`src/rtl/calc_pkg.sv`:
```
// ---------------------------------------------------------------------------
// calc_pkg
// Shared calculator definitions: operand/result widths, the conversion
// iteration count, the sequencer state enum (also consumed by the
// calculator FSM) and a BCD digit validity helper.
// No ports.
// ---------------------------------------------------------------------------
package calc_pkg;

    localparam int BCD_W       = 16;               // 4 packed BCD digits
    localparam int BIN_W       = 14;               // 0..9999 fits in 14 bits
    localparam int DIGITS      = 4;
    localparam int CONV_CYCLES = 14;               // one shift per result bit
    localparam int WORK_W      = BCD_W + BIN_W;    // {bcd, binary} work register
    localparam int CNT_W       = 4;                // holds 0..CONV_CYCLES-1

    typedef enum logic [1:0] {
        IDLE  = 2'd0,
        SHIFT = 2'd1,
        DONE  = 2'd2
    } state_t;

    // True when any nibble of a packed BCD word is outside 0..9.
    function automatic logic bcd_has_invalid(input logic [BCD_W-1:0] bcd);
        logic bad;
        bad = 1'b0;
        for (int i = 0; i < DIGITS; i++) begin
            if (bcd[4*i +: 4] > 4'd9) begin
                bad = 1'b1;
            end
        end
        return bad;
    endfunction

endpackage

```
`src/rtl/bcd_digit_adj.sv`:
```
// ---------------------------------------------------------------------------
// bcd_digit_adj
// Reverse double-dabble correction for one BCD digit, applied after the
// right shift: a digit of 8 or more received a carried-in half-weight bit
// (worth 8 in the nibble but only 5 in decimal), so 3 is removed.
// Ports:
//   din   in  4  digit value after the shift
//   dout  out 4  corrected digit
// ---------------------------------------------------------------------------
module bcd_digit_adj (
    input  logic [3:0] din,
    output logic [3:0] dout
);

    assign dout = (din >= 4'd8) ? (din - 4'd3) : din;

endmodule

```
`src/rtl/bcd2bin_seq.sv`:
```
// ---------------------------------------------------------------------------
// bcd2bin_seq
// Sequential 4-digit BCD to 14-bit binary converter using iterative reverse
// double-dabble: the 30-bit work register {bcd, 14'b0} is shifted right once
// per cycle and every BCD digit corrected, for 14 cycles; the low 14 bits
// then hold the binary value.
//
// Optional feature (macro BCD2BIN_DIGIT_CHECK_EN): an operand with any digit
// above 9 skips the iterations, completing one cycle after acceptance with
// bin_out = 0 and err = 1. Without the macro err is constant 0.
//
// Ports:
//   clock      in  1   system clock, rising edge
//   btn_reset  in  1   asynchronous active-low reset
//   start      in  1   conversion request, accepted in IDLE or DONE
//   bcd_in     in  16  packed BCD operand, [15:12] most significant
//   busy       out 1   conversion in progress
//   done       out 1   one-cycle pulse, bin_out/err freshly updated
//   bin_out    out 14  binary result, held until the next completion
//   err        out 1   invalid digit on the last accepted operand
// ---------------------------------------------------------------------------
module bcd2bin_seq
    import calc_pkg::*;
(
    input  logic             clock,
    input  logic             btn_reset,
    input  logic             start,
    input  logic [BCD_W-1:0] bcd_in,
    output logic             busy,
    output logic             done,
    output logic [BIN_W-1:0] bin_out,
    output logic             err
);

    state_t              state;
    state_t              state_nxt;
    logic [CNT_W-1:0]    cnt;
    logic [WORK_W-1:0]   work;
    logic [WORK_W-1:0]   work_shr;
    logic [WORK_W-1:0]   work_adj;
    logic [BIN_W-1:0]    bin_r;
    logic                accept;
    logic                last_iter;
    logic                entering_done;

    // ------------------------------------------------------------------
    // One iteration: shift the whole register, then correct each digit.
    // ------------------------------------------------------------------
    assign work_shr = work >> 1;
    assign work_adj[BIN_W-1:0] = work_shr[BIN_W-1:0];

    for (genvar g = 0; g < DIGITS; g++) begin : g_digit
        bcd_digit_adj u_adj (
            .din  (work_shr[BIN_W + 4*g +: 4]),
            .dout (work_adj[BIN_W + 4*g +: 4])
        );
    end

    assign accept        = start && ((state == IDLE) || (state == DONE));
    assign last_iter     = (cnt == CNT_W'(CONV_CYCLES - 1));
    assign entering_done = (state == SHIFT) && (state_nxt == DONE);

`ifdef BCD2BIN_DIGIT_CHECK_EN
    logic bad_q;    // accepted operand had a non-decimal digit
    logic err_r;
`endif

    // ------------------------------------------------------------------
    // FSM: state register
    // ------------------------------------------------------------------
    // NOTE: clocked state uses non-blocking assignments so every flop
    // samples the pre-edge values of the others.
    always_ff @(posedge clock or negedge btn_reset) begin
        if (!btn_reset) begin
            state <= IDLE;
        end else begin
            state <= state_nxt;
        end
    end

    // ------------------------------------------------------------------
    // FSM: next-state logic
    // ------------------------------------------------------------------
    // NOTE: state_nxt is defaulted before the case so no path leaves it
    // unassigned, which would otherwise infer a latch.
    always_comb begin
        state_nxt = state;
        unique case (state)
            IDLE: begin
                if (start) state_nxt = SHIFT;
            end
            SHIFT: begin
`ifdef BCD2BIN_DIGIT_CHECK_EN
                if (bad_q || last_iter) state_nxt = DONE;
`else
                if (last_iter) state_nxt = DONE;
`endif
            end
            DONE: begin
                state_nxt = start ? SHIFT : IDLE;
            end
            default: state_nxt = IDLE;
        endcase
    end

    // ------------------------------------------------------------------
    // Datapath: work register, iteration counter, result registers
    // ------------------------------------------------------------------
    always_ff @(posedge clock or negedge btn_reset) begin
        if (!btn_reset) begin
            work  <= '0;
            cnt   <= '0;
            bin_r <= '0;
`ifdef BCD2BIN_DIGIT_CHECK_EN
            bad_q <= 1'b0;
            err_r <= 1'b0;
`endif
        end else if (accept) begin
            work  <= {bcd_in, {BIN_W{1'b0}}};
            cnt   <= '0;
`ifdef BCD2BIN_DIGIT_CHECK_EN
            bad_q <= bcd_has_invalid(bcd_in);
`endif
        end else if (state == SHIFT) begin
            work <= work_adj;
            cnt  <= cnt + CNT_W'(1);
            if (entering_done) begin
`ifdef BCD2BIN_DIGIT_CHECK_EN
                bin_r <= bad_q ? '0 : work_adj[BIN_W-1:0];
                err_r <= bad_q;
`else
                bin_r <= work_adj[BIN_W-1:0];
`endif
            end
        end
    end

    // Outputs decode registered state only; no input-to-output path.
    assign busy    = (state == SHIFT);
    assign done    = (state == DONE);
    assign bin_out = bin_r;
`ifdef BCD2BIN_DIGIT_CHECK_EN
    assign err     = err_r;
`else
    assign err     = 1'b0;
`endif

endmodule

```
`config.mk`:
```
export PLATFORM = sky130hd
export DESIGN_NAME = bcd2bin_seq
export DESIGN_NICKNAME = d
export VERILOG_FILES = /design/src/rtl/calc_pkg.sv /design/src/rtl/bcd_digit_adj.sv /design/src/rtl/bcd2bin_seq.sv
export SDC_FILE = /design/constraint.sdc
export NUM_CORES = 1
export LEC_CHECK = 0
export BUFFER_PORTS_ARGS = -buffer_cell sky130_fd_sc_hd__buf_4
export CELL_PAD_IN_SITES_DETAIL_PLACEMENT = 1
export CELL_PAD_IN_SITES_GLOBAL_PLACEMENT = 1
export CORE_UTILIZATION = 35
export CTS_CLUSTER_SIZE = 30
export DETAILED_ROUTE_END_ITERATION = 8
export GPL_TIMING_DRIVEN = 0
export PLACE_DENSITY = 0.72
export SYNTH_ARGS = -nofsm -noshare
export SYNTH_HDL_FRONTEND = slang
export SYNTH_HIERARCHICAL = 1
export SYNTH_SLANG_ARGS = --single-unit
```
`constraint.sdc`:
```
create_clock -name clock -period 2.89 [get_ports clock]
set_input_delay 0.867 -clock clock [delete_from_list [all_inputs] [get_ports clock]]
set_output_delay 0.867 -clock clock [all_outputs]
set_load 0.01 [all_outputs]
```
* Yosys cells after proc, flatten, opt, wreduce, memory -nomap -nowiden *
Index checks and enable logic that the tools add are counted.

word-level totals
  bits of input ports = 19
  output and inout port bits = 17
  flip-flop bits (word level) = 50

cells by class
  multiplexer cells = 12
  bitwise logic cells = 1
  equal/unequal tests = 4
  reductions and logical operators = 6
  $lt $le $gt $ge = 4
  add/subtract/negate cells = 5

operators with widths
  kind                                                                number
  2-to-1 mux 30 bit                                                   2
  2-to-1 mux 4 bit                                                    6
  greater-or-equal comparator 4 bit (second input constant)           3
  subtractor 4 x 2 -> 4 bit (second input constant)                   3
  one-hot mux 2 bit (3 select lines)                                  1
  adder 4 x 1 -> 4 bit (second input constant)                        1
  == test 2 bit (second input constant)                               2
  == test 4 bit (second input constant)                               1
  greater-or-equal comparator 3 x 4 -> 1 bit (second input constant)  1
  2-to-1 mux 2 bit                                                    2
  subtractor 3 x 2 -> 4 bit (second input constant)                   1
  AND reduction 3 bit                                                 1
  == test 2 x 1 -> 1 bit (second input constant)                      1
  logical AND 1 bit                                                   2
  logical NOT 2 bit                                                   1
  nonzero test 2 bit                                                  1
  logical OR 1 bit                                                    1
  2-to-1 mux 1 bit                                                    1
  inverter 1 bit                                                      1

* Longest topological paths before layout *
Gate-level depths: netlist (run 1).

  word-level depth = 6
  mapped depth = 6
  depth with buffers taken out = 6

* Hierarchy *
The synthesis (run 1) kept the hierarchy.

by module, submodules not included
  module         instances  seq. area each (µm²)  cells an instance  area an instance (µm²)
  bcd2bin_seq    1          1226.2                157                2092.0
  bcd_digit_adj  4          0.0                   11                 76.3

* Least setup slack after synthesis (run 1) *
OpenSTA, ideal clock, no wires.

  path type = register -> output
  from = reg state[1]
  to = out busy
  setup slack = 1.141 ns
  path buffers = 2
  data arrival time = 0.882 ns
  cell stages (with the launch flop) = 5
  path through = dfrtp_1 nand2b_4 inv_2 buf_4 buf_4

on the way
  word-level cells in the longest chain between the ends = 1

ends and longest elaborated chain
  what                    line                RTL
  start, declared         bcd2bin_seq.sv:35   state_t state;
  start signal, assigned  bcd2bin_seq.sv:77   state <= state_nxt;
  == test 2 x 1 -> 1 bit  bcd2bin_seq.sv:139  assign busy = (state == SHIFT);
  end, declared           bcd2bin_seq.sv:29   output logic busy,

Every way passes these cells.

* Worst setup path in the final report (run 1) *
Same ends and word-level chain as after synthesis.

==> impl_metrics.env, run 1 <==
export IMPL_grt_max_degree=50
export IMPL_switchingPower_w=0.00109
export IMPL_wl_met1_um=2370
export IMPL_setup_violations=0
export IMPL_pre_cts_ws_ns=0.888
export IMPL_htree_levels=2
export IMPL_timing_rr_end="bin_out[9]"
export IMPL_cts_hold_buffers_added=0
export IMPL_cap_viol_max_count=0
export IMPL_utilization=0.442
export IMPL_syn_area_sq_um=2400
export IMPL_grt_pass1_wl_um=8280
export IMPL_skew_ns=0.00911
export IMPL_io_buffer_count=34
export IMPL_cp_end_kind="output port"
export IMPL_ys_seq_elements=49
export IMPL_drc=0
export IMPL_dr_pass1_iters=5
export IMPL_grt_overflow_total=0
export IMPL_cts_tree="built"
export IMPL_final_cell_mix="dfrtp_1, buf_4, nand2_1"
export IMPL_finalHoldViolCount=0
export IMPL_fin_setup_tns_ns=0
export IMPL_grt_antenna_before_repair=0
export IMPL_n_antenna_cell=0
export IMPL_tightest_slew_ns=0.627
export IMPL_vias_per_cell=4.88
export IMPL_path_class="register to output port"
export IMPL_routed_wl_um=4790
export IMPL_critical_path_endpoint="busy"
export IMPL_clockPowerShare=0.149
export IMPL_core_sq_um=6490
export IMPL_p_per_area_nw_per_um2=1030
export IMPL_reg2reg_depth=6
export IMPL_grt_pass1_vias=1652
export IMPL_fin_crit_sh=0.803
export IMPL_met2RoutedLength_um=2230
export IMPL_dr_wl_met3_um=195
export IMPL_ys_types=29
export IMPL_status="finished clean"
export IMPL_whs_ns=0.487
export IMPL_p_leak_nw=1.48
export IMPL_clockBufferDepth=2
export IMPL_start_util=0.369
export IMPL_drv_slew=0
export IMPL_hold_path_class="register to register"
export IMPL_cts_setup_buffers=0
export IMPL_dpl_hpwl_um=3290
export IMPL_yosys_most_used_dff="dfrtp_1"
export IMPL_gp_congestion=0.703
export IMPL_area_delta_synth_final_pct=19.6
export IMPL_cts_buffers=5
export IMPL_topRoutingLayerUsed="met3"
export IMPL_cp_startpoint="state[1]"
export IMPL_final_common_cell="dfrtp_1"
export IMPL_cts_sinks=49
export IMPL_finalPower_w=0.00295
export IMPL_wl_per_cell_um=14.7
export IMPL_nets=276
export IMPL_detail_route_antenna_nets=0
export IMPL_rr_startpoint="cnt[1]"
export IMPL_relSlewSlack=0.582
export IMPL_cts_resized=0
export IMPL_startpoint_type="register"
export IMPL_die_h_um=84.8
export IMPL_arrival_ns=1.45
export IMPL_grt_setup_unrepaired="false"
export IMPL_drtIter0Drc=23
export IMPL_rrSetupSlack_ns=1.27
export IMPL_clk_latency_ns=0.30
export IMPL_cts_root_buffer="clkbuf_8"
export IMPL_drive_gt1_frac=0.282
export IMPL_layout_setup_ws_ns=0.569
export IMPL_die_w_um=84.8
export IMPL_cts_reportedPaths_clkPinSlew_ns=0.09
export IMPL_min_period_ns=2.32
export IMPL_avgSynthCellArea_sq_um=11.9
export IMPL_syn_inst=201
export IMPL_ios=36
export IMPL_yosysSeqAreaShare=0.511
export IMPL_fmax_ghz=0.431
export IMPL_vias=1585
export IMPL_ys_warnings_count=6
export IMPL_netSwitchingFraction=0.369
export IMPL_cp_required_ns=2.02
export IMPL_power_frac_seq=0.434
export IMPL_async_flop_share=1.00
export IMPL_rows=29
export IMPL_dieArea_sq_um=7180
export IMPL_cellInternalPower_w=0.00186
export IMPL_critPathMaxFanout=10
export IMPL_ir_worst_vdd_mv=0.495
export IMPL_synth_edff_count=0
export IMPL_track_usage=0.145
export IMPL_combPwrFrac=0.418
[power by group through the flow]
stage	clock, W	sequential (W)	combinational (W)
2_1_floorplan	0	0.00126	0.000831
3_3_place_gp	0	0.00128	0.00119
3_5_place_dp	0	0.00129	0.00125
4_1_cts	0.000458	0.00128	0.00126
5_1_grt	0.000489	0.00133	0.00141
6_report	0.000438	0.00128	0.00123
[cell type report]
class,instances,area [sq um]
Buffer,11,100
Clock buffer,6,82.6
Clock inverter,2,17.5
Fill cell,712,3630
Inverter,10,37.5
Multi-Input combinational cell,136,1050
Sequential cell,49,1230
Tap cell,77,96.3
Timing Repair Buffer,34,255
[through the flow]
| stage | cells | area (sq um) |
|---|---|---|
| global route | 325 | 2870 |
| detailed placement | 317 | 2770 |
| finish | 325 | 2870 |
| global placement | 317 | 2770 |
| CTS | 325 | 2870 |
| floorplan | 206 | 2420 |
[cell usage after synthesis, types with 2 or more instances]
cell,count,area [sq um]
dfrtp_1,49,1230
nand2_1,23,86.3
o21ai_0,22,110
mux2i_1,17,170
a22o_1,13,114
ha_1,10,125
inv_1,9,33.8
mux2_4,9,135
mux2_2,5,56.3
a21oi_1,4,20.0
buf_6,4,45.0
nand2b_1,4,25.0
nor2b_1,4,25.0
xnor2_1,4,35.0
xor2_1,4,35.0
buf_4,3,22.5
nand3_1,3,15.0
clkbuf_1,2,7.51
nand2b_4,2,27.5
[layer usage]
metal / vias to the layer above / GRT usage
li1: 766 / -
met1: 795 / 0.201
met2: 24 / 0.234
met3: 0 / 0.0374
met4: 0 / 0.0231
met5: - / 0
[logic make-up (layout without fill, tap and decap cells)]
logic type                 after synthesis  in the layout  share of synthesized area
AOI/OAI and AO/OA                       40             40                      0.105
muxes                                   31             31                      0.151
and+or+nand+nor                         41             41                     0.0919
other                                    1              6                    0.00156
xor gates and xnor gates                 8              8                     0.0292
adders and majority gates               10             10                     0.0522
DFF                                     49             49                      0.511
buffers and inverters                   21             63                     0.0574
[worst min path at each step]
stage                     startpoint  endpoint  slack, ns  cells past startpoint
after floorplan               cnt[3]    cnt[3]       0.44                      1
after global placement        cnt[3]    cnt[3]       0.46                      1
after detailed placement      cnt[3]    cnt[3]       0.47                      1
after CTS                     cnt[3]    cnt[3]       0.49                      1
after global routing          cnt[3]    cnt[3]       0.49                      1
final                         cnt[3]    cnt[3]       0.49                      1
[worst max-delay path, stage by stage (launching register included)]
cell      delay (ns)
dfrtp_1         0.40
nand2b_4        0.18
inv_2           0.07
buf_4           0.17
buf_4           0.19
buf_4           0.14
[registers in the layout, summed over array words and instances (netlist names)]
signal and flops:
work 29, bin_out 14, cnt 4, state 2
(Power assumes the default switching activity.)
==> inputs of run 2 (changes only) <==
--- a/config.mk
+++ b/config.mk
@@ -12,7 +12,7 @@
 export CTS_CLUSTER_SIZE = 30
 export DETAILED_ROUTE_END_ITERATION = 8
 export GPL_TIMING_DRIVEN = 0
-export PLACE_DENSITY = 0.72
+export PLACE_DENSITY = 0.74
 export SYNTH_ARGS = -nofsm -noshare
 export SYNTH_HDL_FRONTEND = slang
 export SYNTH_HIERARCHICAL = 1
==> constraint.sdc (replaced) <==
create_clock -name clock -period 2.13 [get_ports clock]
set_input_delay 0.639 -clock clock [delete_from_list [all_inputs] [get_ports clock]]
set_output_delay 0.639 -clock clock [all_outputs]
set_load 0.01 [all_outputs]
==> run 2 against run 1 <==
Against the previous run: clock power up 47%; sequential power up 36%; utilization down 0.058 points.
==> impl_metrics.env, run 2 (synthesis results as in run 1) <==
export IMPL_status="finished clean"
export IMPL_cts_sinks=49
export IMPL_clockPowerShare=0.160
export IMPL_drv_slew=0
export IMPL_startpoint_type="register"
export IMPL_final_cell_mix="dfrtp_1, buf_4, nand2_1"
export IMPL_drc=0
export IMPL_grt_pass1_wl_um=8460
export IMPL_hold_path_class="primary input to asynchronous set/reset pin"
export IMPL_critPathMaxFanout=19
export IMPL_cts_resized=0
export IMPL_fmax_ghz=0.498
export IMPL_power_frac_seq=0.431
export IMPL_cp_required_ns=1.49
export IMPL_relSlewSlack=0.578
export IMPL_dieArea_sq_um=7180
export IMPL_gp_congestion=0.682
export IMPL_switchingPower_w=0.00146
export IMPL_grt_setup_unrepaired="false"
export IMPL_cts_hold_buffers_added=0
export IMPL_multi_input_area_sq_um=1050
export IMPL_start_util=0.369
export IMPL_grt_max_degree=50
export IMPL_finalHoldViolCount=0
export IMPL_dpl_hpwl_um=3310
export IMPL_finalPower_w=0.00404
export IMPL_cts_reportedPaths_clkPinSlew_ns=0.09
export IMPL_clk_latency_ns=0.30
export IMPL_cts_buffers=5
export IMPL_cts_root_buffer="clkbuf_8"
export IMPL_die_w_um=84.8
export IMPL_detail_route_antenna_nets=0
export IMPL_htree_levels=2
export IMPL_grt_overflow_total=0
export IMPL_combPwrFrac=0.410
export IMPL_tightest_slew_ns=0.633
export IMPL_busiest_layer="met2"
export IMPL_track_usage=0.148
export IMPL_ios=36
export IMPL_path_class="register to output port"
export IMPL_cts_setup_buffers=0
export IMPL_ir_worst_vdd_mv=0.597
export IMPL_n_antenna_cell=0
export IMPL_largest_reg_flops=29
export IMPL_grt_use_met1=0.199
export IMPL_p_leak_nw=1.47
export IMPL_fin_crit_sh=0.943
export IMPL_vias_per_cell=4.92
export IMPL_routed_wl_um=4850
export IMPL_io_buffer_count=34
export IMPL_setup_violations=0
export IMPL_nets=275
export IMPL_fill_cells=703
export IMPL_drive_gt1_frac=0.276
export IMPL_dr_pass1_iters=6
export IMPL_rows=29
export IMPL_arrival_ns=1.37
export IMPL_netSwitchingFraction=0.360
export IMPL_wl_per_cell_um=15.0
export IMPL_max_flop_register="work"
export IMPL_grt_pass1_vias=1665
export IMPL_die_h_um=84.8
export IMPL_vias=1589
export IMPL_cp_end_kind="output port"
export IMPL_grt_antenna_before_repair=0
export IMPL_fin_setup_tns_ns=0
export IMPL_cts_tree="built"
export IMPL_area_sequential_sq_um=1230
export IMPL_clockBufferDepth=2
export IMPL_p_per_area_nw_per_um2=1410
export IMPL_cap_viol_max_count=0
export IMPL_cellInternalPower_w=0.00258
export IMPL_drtIter0Drc=62
export IMPL_final_common_cell="dfrtp_1"
export IMPL_gr_usage_met2=0.241
export IMPL_core_sq_um=6490
export IMPL_skew_ns=0.00598
export IMPL_use_met3=0.0354
export IMPL_area_delta_synth_final_pct=19.5
export IMPL_min_period_ns=2.01
==> run 2: cell count changes in the layout (fill, tap and decap cells not counted), sizes merged <==
cell    previous run  this run
clkbuf             8         7
bufinv             0         1
buf               43        42
inv               11        10
==> run 2: through the flow <==
stage / cells / setup slack (ns) / utilization / hold WS (ns) / area [sq um]
5_1_grt: 323 / 0.0375 / 0.441 / 0.396 / 2860
4_1_cts: 323 / 0.100 / 0.441 / 0.366 / 2860
6_report: 323 / 0.122 / 0.441 / 0.354 / 2860
2_1_floorplan: 206 / 0.609 / - / 0.343 / 2420
3_3_place_gp: 317 / 0.356 / 0.426 / 0.465 / 2770
3_5_place_dp: 317 / 0.355 / 0.426 / 0.481 / 2770
==> run 2: area by class of cell <==
cell class              instances  area share
clock buffers                   5      0.0240
repair buffers                 34      0.0891
multi-input cells             136       0.367
flip-flops and latches         49       0.428
well taps                      77      0.0336
clock inverters                 2      0.0122
inverters                      10      0.0131
plain buffers                  10      0.0323
==> run 2: final timing paths <==
check | to | slack, ns | from | depth (start not counted)
max | busy | 0.12 | state[1] | 4
min | bin_out[3] | 0.35 | btn_reset | 1
max reg2reg | bin_out[5] | 0.49 | cnt[1] | 6
min reg2reg | cnt[3] | 0.49 | cnt[3] | 1
max in group asynchronous | work[25] | 1.36 | btn_reset | 1
min in group clock | cnt[3] | 0.49 | cnt[3] | 1
==> run 2: power groups by stage <==
stage	sequential [W]	clock, W	combinational [W]
6_report	0.00174	0.000645	0.00166
5_1_grt	0.00180	0.000695	0.00190
4_1_cts	0.00175	0.000671	0.00168
3_5_place_dp	0.00175	0	0.00169
3_3_place_gp	0.00174	0	0.00162
2_1_floorplan	0.00171	0	0.00113
==> run 2: critical path, stage by stage, from the launching register on <==
cell and delay [ns]:
dfrtp_1 0.40, nand2b_4 0.18, inv_2 0.08, buf_4 0.24, buf_4 0.17
==> run 2: routing by layer <==
layer	vias to the layer above	share of wire
li1	756	-
met1	799	0.48
met2	28	0.48
met3	6	0.036
met4	0	0.012
met5	-	0
==> inputs of run 3 (changes only) <==
--- a/config.mk
+++ b/config.mk
@@ -5,6 +5,7 @@
 export SDC_FILE = /design/constraint.sdc
 export NUM_CORES = 1
 export LEC_CHECK = 0
+export ABC_AREA = 1
 export BUFFER_PORTS_ARGS = -buffer_cell sky130_fd_sc_hd__buf_4
 export CELL_PAD_IN_SITES_DETAIL_PLACEMENT = 1
 export CELL_PAD_IN_SITES_GLOBAL_PLACEMENT = 1
@@ -12,7 +13,7 @@
 export CTS_CLUSTER_SIZE = 30
 export DETAILED_ROUTE_END_ITERATION = 8
 export GPL_TIMING_DRIVEN = 0
-export PLACE_DENSITY = 0.74
+export PLACE_DENSITY = 0.83
 export SYNTH_ARGS = -nofsm -noshare
 export SYNTH_HDL_FRONTEND = slang
 export SYNTH_HIERARCHICAL = 1
==> constraint.sdc (replaced) <==
create_clock -name clock -period 2.13 [get_ports clock]
set_input_delay 0.426 -clock clock [delete_from_list [all_inputs] [get_ports clock]]
set_output_delay 0.426 -clock clock [all_outputs]
set_load 0.01 [all_outputs]
==> run 3 against run 2 <==
Against the previous run: first-iteration DRC count down 56%; synthesized cell count up 67%; highest routed layer unchanged; sequential share of layout area down 3.1 points; critical path type unchanged; die area up 7.9%; fmax up 19%; via count up 35%; register-to-register slack better by 0.19 ns; synthesized area up 8.1%.
==> impl_metrics.env, run 3 <==
export IMPL_status="finished clean"
export IMPL_setup_violations=0
export IMPL_die_h_um=88.0
export IMPL_drv_slew=0
export IMPL_grt_setup_unrepaired="false"
export IMPL_vias=2152
export IMPL_cts_tree="built"
export IMPL_arrival_ns=1.27
export IMPL_ys_types=25
export IMPL_path_cells="nand2_2 > buf_6 > inv_1 > buf_4"
export IMPL_p_per_area_nw_per_um2=1380
export IMPL_avgSynthCellArea_sq_um=7.71
export IMPL_yosys_most_used_dff="dfrtp_1"
export IMPL_fmax_ghz=0.591
export IMPL_ios=36
export IMPL_yosysTopAreaCell="dfrtp_1"
export IMPL_core_sq_um=7210
export IMPL_io_buffer_count=34
export IMPL_cts_resized=0
export IMPL_htree_levels=2
export IMPL_max_flop_register="work"
export IMPL_hold_path_class="primary input to asynchronous set/reset pin"
export IMPL_ir_worst_vdd_mv=0.480
export IMPL_cp_required_ns=1.70
export IMPL_syn_inst=336
export IMPL_pre_cts_ws_ns=0.689
export IMPL_cts_hold_buffers_added=0
export IMPL_gp_congestion=0.754
export IMPL_ys_warnings_count=6
export IMPL_cp_end_kind="output port"
export IMPL_drtIter0Drc=27
export IMPL_cts_reportedPaths_clkPinSlew_ns=0.10
export IMPL_grt_use_met1=0.196
export IMPL_nets=412
export IMPL_instances_no_fill=483
export IMPL_synth_simple_area_share=0.235
export IMPL_fin_setup_tns_ns=0
export IMPL_finalHoldViolCount=0
export IMPL_ys_seq_elements=49
export IMPL_syn_area_sq_um=2590
export IMPL_async_flop_share=1.00
export IMPL_startpoint_type="register"
export IMPL_path_class="register to output port"
export IMPL_grt_antenna_before_repair=0
export IMPL_yosysSeqAreaShare=0.473
export IMPL_p_leak_nw=1.76
export IMPL_synth_edff_count=0
export IMPL_n_antenna_cell=0
export IMPL_area_delta_synth_final_pct=19.0
export IMPL_wl_per_cell_um=11.8
export IMPL_cp_startpoint="state[0]"
export IMPL_skew_ns=0.00854
export IMPL_cts_sinks=49
export IMPL_dpl_hpwl_um=4150
export IMPL_start_util=0.359
export IMPL_tightest_slew_ns=0.643
export IMPL_busiest_layer="met2"
export IMPL_track_usage=0.163
export IMPL_synth_top_cells_by_count="nand2_1, inv_1, dfrtp_1, nand3_1, o21ai_0"
export IMPL_gr_usage_met2=0.301
export IMPL_clockBufferDepth=2
export IMPL_largest_reg_flops=29
export IMPL_cpPeakStageDelay_ns=0.43
export IMPL_min_period_ns=1.69
export IMPL_fin_crit_sh=0.794
export IMPL_rr_startpoint="cnt[1]"
export IMPL_critPathMaxFanout=10
export IMPL_layout_setup_ws_ns=0.439
export IMPL_synthXorXnorAreaFrac=0.0169
export IMPL_cts_setup_buffers=0
export IMPL_final_cell_mix="nand2_1, inv_1, dfrtp_1"
export IMPL_drc=0
export IMPL_finalPower_w=0.00425
export IMPL_vias_per_cell=4.46
export IMPL_synth_fa_ha_area_frac=0.0483
export IMPL_yosysTopAreaCellShare=0.473
export IMPL_dr_pass1_iters=4
export IMPL_synth_area_top_cells="dfrtp_1, nand2_1, inv_1, ha_1, nand3_1"
export IMPL_yosysMostFrequentCell="nand2_1"
export IMPL_dieArea_sq_um=7750
export IMPL_cts_root_buffer="clkbuf_8"
export IMPL_final_common_cell="nand2_1"
export IMPL_clk_latency_ns=0.30
export IMPL_placed_cells=475
export IMPL_drive_gt1_frac=0.159
export IMPL_grt_pass1_vias=2182
export IMPL_cts_buffers=5
export IMPL_critPathSlowestCell="dfrtp_1"
export IMPL_rows=31
export IMPL_grt_max_degree=50
export IMPL_cap_viol_max_count=0
export IMPL_synth_compound_area_frac=0.0869
export IMPL_synth_top_family_by_area="simple AND/OR/NAND/NOR gates"
export IMPL_detail_route_antenna_nets=0
export IMPL_synthMuxAreaShare=0
export IMPL_routed_wl_um=5680
export IMPL_grt_pass1_wl_um=9800
export IMPL_die_w_um=88.0
export IMPL_use_met3=0.0292
export IMPL_grt_overflow_total=0
export IMPL_relSlewSlack=0.571
run 3: layer usage:
| layer | part of all wire | up-vias |
|---|---|---|
| met3 | 0.033 | 2 |
| li1 | - | 1091 |
| met2 | 0.51 | 34 |
| met1 | 0.45 | 1025 |
| met5 | 0 | - |
| met4 | 0.0049 | 0 |
run 3: area by class of cell:
cell class / count / area, sq um
fill: 944 / 4130
inverter: 70 / 265
clock buffer: 5 / 68.8
tap: 99 / 124
buffer: 13 / 93.8
sequential: 49 / 1230
clock inverter: 3 / 22.5
timing repair buffer: 34 / 255
multi-input combinational: 210 / 1030
run 3: kinds of logic after synthesis:
| logic type | after synthesis |
|---|---|
| and+or+nand+nor | 148 |
| AOI/OAI and AO/OA | 40 |
| xor gates and xnor gates | 5 |
| adders and majority gates | 10 |
| DFF | 49 |
| buffers and inverters | 83 |
| other | 1 |
run 3: worst paths after layout:
path	end	depth (start not counted)	slack [ns]
max in group asynchronous	work[3]	1	1.55
min in group clock	work[21]	5	0.42
hold reg to reg	bin_out[1]	2	0.48
setup / recovery	busy	4	0.44
setup reg to reg	state[0]	6	0.68
hold / removal	work[24]	1	0.13
run 3: power by group:
part / switching, W / internal, W
logic: 0.00118 / 0.000833
clock network: 0.000332 / 0.000231
registers: 0.000336 / 0.00134
total: 0.00185 / 0.00240
run 3: metrics by stage:
step / hold slack [ns] / utilization / instance area (sq um)
floorplan: 0.130 / - / 2610
global placement: 0.458 / 0.415 / 2990
detailed placement: 0.467 / 0.415 / 2990
CTS: 0.154 / 0.428 / 3080
global route: 0.177 / 0.428 / 3080
finish: 0.133 / 0.428 / 3080
run 3: critical path, delay by kind of cell (launching register included):
kind	cells	cell delay (ns)
flip-flops	1	0.43
buffers and inverters	3	0.38
AND/OR/NAND/NOR	1	0.15
